## src/rtl/signal_creator_3.sv

```systemverilog
// signal_creator_3: free-running serial pattern generator.
// Shifts out bits [LEN-1:0] of PATTERN, MSB first, on a registered 1-bit
// output and repeats with no gap at the wrap point.
// Optional build macro SIGNAL_CREATOR_SYNC_EN adds a registered frame marker
// "sync" that is high in the cycle where out carries the first pattern bit.
module signal_creator_3 #(
    parameter int          LEN     = 8,              // pattern length, 2..32
    parameter logic [31:0] PATTERN = 32'h0000_00D2   // only [LEN-1:0] used
) (
    input  logic clk,
    input  logic rst,
`ifdef SIGNAL_CREATOR_SYNC_EN
    output logic sync,
`endif
    output logic out
);

    localparam int IDX_W = (LEN > 1) ? $clog2(LEN) : 1;
    localparam logic [IDX_W-1:0] IDX_LAST = IDX_W'(LEN - 1);

    // Pattern reordered so that position 0 holds the first bit to emit.
    logic [LEN-1:0] seq;

    generate
        for (genvar gi = 0; gi < LEN; gi++) begin : g_seq
            assign seq[gi] = PATTERN[LEN-1-gi];
        end
    endgenerate

    logic [IDX_W-1:0] idx_q, idx_d;
    logic             out_q, out_d;
`ifdef SIGNAL_CREATOR_SYNC_EN
    logic             sync_q, sync_d;
`endif

    // Next-state: emit the current bit and advance the index, wrapping at LEN-1
    // so non-power-of-two lengths never reach an unused index.
    always_comb begin
        idx_d = (idx_q == IDX_LAST) ? '0 : idx_q + 1'b1;
        out_d = seq[idx_q];
`ifdef SIGNAL_CREATOR_SYNC_EN
        sync_d = (idx_q == '0);
`endif
    end

    // State registers with synchronous reset; reset restarts from the first bit.
    always_ff @(posedge clk) begin
        if (rst) begin
            idx_q <= '0;
            out_q <= 1'b0;
`ifdef SIGNAL_CREATOR_SYNC_EN
            sync_q <= 1'b0;
`endif
        end else begin
            idx_q <= idx_d;
            out_q <= out_d;
`ifdef SIGNAL_CREATOR_SYNC_EN
            sync_q <= sync_d;
`endif
        end
    end

    assign out = out_q;
`ifdef SIGNAL_CREATOR_SYNC_EN
    assign sync = sync_q;
`endif

endmodule

```

## config.mk

```make
export PLATFORM = sky130hd
export DESIGN_NAME = signal_creator_3
export DESIGN_NICKNAME = d
export VERILOG_FILES = /design/src/rtl/signal_creator_3.sv
export SDC_FILE = /design/constraint.sdc
export NUM_CORES = 1
export LEC_CHECK = 0
export CAP_MARGIN = 30
export CORE_AREA = 8 8 45 47
export DETAILED_ROUTE_END_ITERATION = 12
export DIE_AREA = 0 0 53 55
export GPL_TIMING_DRIVEN = 0
export HOLD_SLACK_MARGIN = 0.15
export PLACE_DENSITY_LB_ADDON = 0.08
export SYNTH_ARGS = -nofsm -noshare
export SYNTH_HDL_FRONTEND = slang
export SYNTH_SLANG_ARGS = --single-unit
```

## constraint.sdc

```tcl
create_clock -name clk -period 2.5 [get_ports clk]
set_clock_uncertainty 0.1 [all_clocks]
set_input_delay 0.5 -clock clk [delete_from_list [all_inputs] [get_ports clk]]
set_output_delay 0.5 -clock clk [all_outputs]
set_load 0.01 [all_outputs]
```

==> impl_results.md, run 1 <==
* Startpoint types: flop
* Final critical-path required period at roughly 1.7 ns
* Clk sink count at 4
* Worst hold slack at roughly 0.36 ns
* F_max at slightly above 600 MHz
* Chip width at approximately 53 µm
* Leading area contributor after synthesis: dfxtp_1
* WL/cell at between 8 and 9 µm
* CP max-delay cell: clkdlybuf4s50_1
* RSZ-0062 raised after global routing: false
* CTS tree: yes
* Die area at ~2900 µm²
* Final wirelength at just over 300 µm
* Lkg Pwr at around 0.11 nW
* CP required at approximately 1.9 ns
* Worst setup EP type: primary output
* Main synth FF type: dfxtp_1
* Num ports at 3
* Yosys Warn Count at 0
* Largest net degree at the start of global routing at 5
* # setup viols final at 0
* DRT iter0 DRCs at 1
* Row cnt at 14
* Hold Path Class: reg -> reg
* Buf/Inv on CP at 1
* Initial antenna violation count at 0
* Reg2reg path depth at 3
* Relative slew slack at a little under 90%
* # diodes at 0
* Htree depth at 1
* Register area share after synthesis at a little under half
* Seq cells post-synth at 4
* Maximum VDD drop at 0.148 mV
* Setup slack, reg-to-reg at between 1 and 1.5 ns
* Syn_area_per_cell at 11.3 µm²
* Max incr delay on CP at approximately 0.53 ns
* Critical path's top delay family: buffers and inverters
* Overflow after GRT at 0
* Initial Utilization at between 10% and 20%
* First-pass GRT wire length at between 500 and 600 µm
* Layout area overhead at 36.8%
* Final Slew Violations at 0
* Most frequent cells after synthesis: dfxtp_1, ha_1, nor3_1
* Post-Syn Instances at 15
* Max-cap violations at 0
* Post-synth top area share at a little under half
* Setup repair bufs after CTS at 0
* Reg clk slew, reported paths at approximately 0.04 ns
* Core area at 1380 µm²
* Fill count at 150
* Via count at around 110
* Netlist Area Pre-Place at about 170 µm²
* Outcome: complete, no violations
* Post_cts resized at 0
* Post-synth cell types at 8
* Dpl cell area at about 210 µm²
* Synth async-reset ratio at 0%
* CP max FO at 1
* Final Worst Setup Slack at about 0.84 ns
* Top cells by area, synth: dfxtp_1, ha_1, nor3_1
* Period utilisation layout at 66.3%
* Worst-Margin Slew at approximately 0.18 ns
* Pwr dens at around 750 nW/µm²
* First-pass DRT Iterations at 2
* Arrival time worst endpoint at approximately 1.1 ns
* Clock Tree Root: clkbuf_4
* Vias/cell at between 3 and 4
* Die height at 55 µm
* CTS Buf Count at 3
* Share of cells above drive strength 1 at ~20%
* RD Place Congestion at just under 0.6
* TNS Setup at 0 ns
* Post-synth EDFFs at 0
* Vias in the first global route at 157
* Antenna Nets Post-Route at 0
* Pre-CTS setup slack at 1.08 ns
* Final net count at 28
* Critical path depth in cells at 1
* CTS hold repair buffers at 0
* DP HPWL at ~250 µm
* Post-Layout Inst Area at between 200 and 250 µm²
* Syn Nets at 21
* Hold path depth at 1
* Total Routing Usage GR at 3.11%
* Crit Path Class: reg -> out
* Port Buffers at 2
* Hold Violations, Final at 0
* Clock tree buffer depth at 2
* Residual DRC at 0
* Clk_lat worst skew at ~0.23 ns
* Worst-path cell chain: clkdlybuf4s50_1
cell families (layout without fill, tap and decap cells):
family / count (synthesis) / in the layout / synth area share (%)
compound gates: 1 / 1 / 5.15
flops: 4 / 4 / 47.1
buf+inv: 1 / 6 / 2.20
fa+ha+maj: 4 / 4 / 29.4
simple gates: 5 / 5 / 16.2
power breakdown:
| group | switching (W) | internal, W | total [W] |
|---|---|---|---|
| sequential | 0.00000367 | 0.0000703 | 0.0000739 |
| clock | 0.0000274 | 0.0000538 | 0.0000811 |
| combinational | 0.00000803 | 0.0000109 | 0.0000190 |
| total | 0.0000391 | 0.000135 | 0.000174 |
placed cells by master (no fill, tap or decap):
cell | synthesis | layout
nand2_1 | 1 | 1
dfxtp_1 | 4 | 4
or2_1 | 1 | 1
clkbuf_4 | 0 | 3
inv_1 | 1 | 1
nor3b_1 | 1 | 1
clkdlybuf4s50_1 | 0 | 2
ha_1 | 4 | 4
nor3_1 | 2 | 2
a21oi_2 | 1 | 1
metrics by stage:
stage / total power [W] / utilization [%] / instances
2_1_floorplan: 0.0000850 / - / 15
3_3_place_gp: 0.0000938 / 15.2 / 33
3_5_place_dp: 0.0000944 / 15.2 / 33
4_1_cts: 0.000179 / 16.8 / 36
5_1_grt: 0.000186 / 16.8 / 36
6_report: 0.000174 / 16.8 / 36
sequential cells by signal, summed over array words and instances, names as in the netlist:
name / count
idx_q: 3
out: 1
final timing paths:
path	end	from
worst min-delay path	idx_q[0]	idx_q[0]
worst min register to register	idx_q[0]	idx_q[0]
worst max register to register	idx_q[2]	idx_q[0]
worst max-delay path	out	out
layer usage:
layer / share of wire (%) / track usage (%) / vias up
met4: 2.9 / 6.47 / 0
met2: 48 / 4.30 / 2
li1: - / - / 60
met3: 6.2 / 1.60 / 2
met1: 42 / 2.12 / 47
met5: 0 / 0 / -
area by class of cell:
class / instances / area [µm²] / share of cell area [%]
multi-input combinational: 10 / 86.3 / 37.1
sequential: 4 / 80.1 / 34.4
tap: 16 / 20.0 / 8.60
timing repair buffer: 2 / 20.0 / 8.60
inverter: 1 / 3.75 / 1.61
clock buffer: 3 / 22.5 / 9.68
Note: power is estimated with default switching activity, not from simulation.
==> inputs of run 2 (changes only) <==
clock period = 1.6 ns   (was 2.5 ns; I/O delays follow)
==> results of run 2 <==
Same layout as run 1 (identical final DEF). Status: complete, no violations.
Among the figures that moved: setup slack after placement 1.08 ns -> 0.358 ns; setup slack after layout 0.843 ns -> 0.123 ns; register-to-register setup slack 1.37 ns -> 0.47 ns; total power 0.000174 W -> 0.000272 W; worst IR drop on VDD 0.148 mV -> 0.231 mV
==> inputs of run 3 (changes only) <==
REMOVE_ABC_BUFFERS = 1   (was unset)
==> results of run 3 <==
Same layout as run 1 (identical final DEF). Status: complete, no violations.
Among the figures that moved: setup slack after placement 1.08 ns -> 0.358 ns; setup slack after layout 0.843 ns -> 0.123 ns; register-to-register setup slack 1.37 ns -> 0.47 ns; total power 0.000174 W -> 0.000272 W; worst IR drop on VDD 0.148 mV -> 0.231 mV
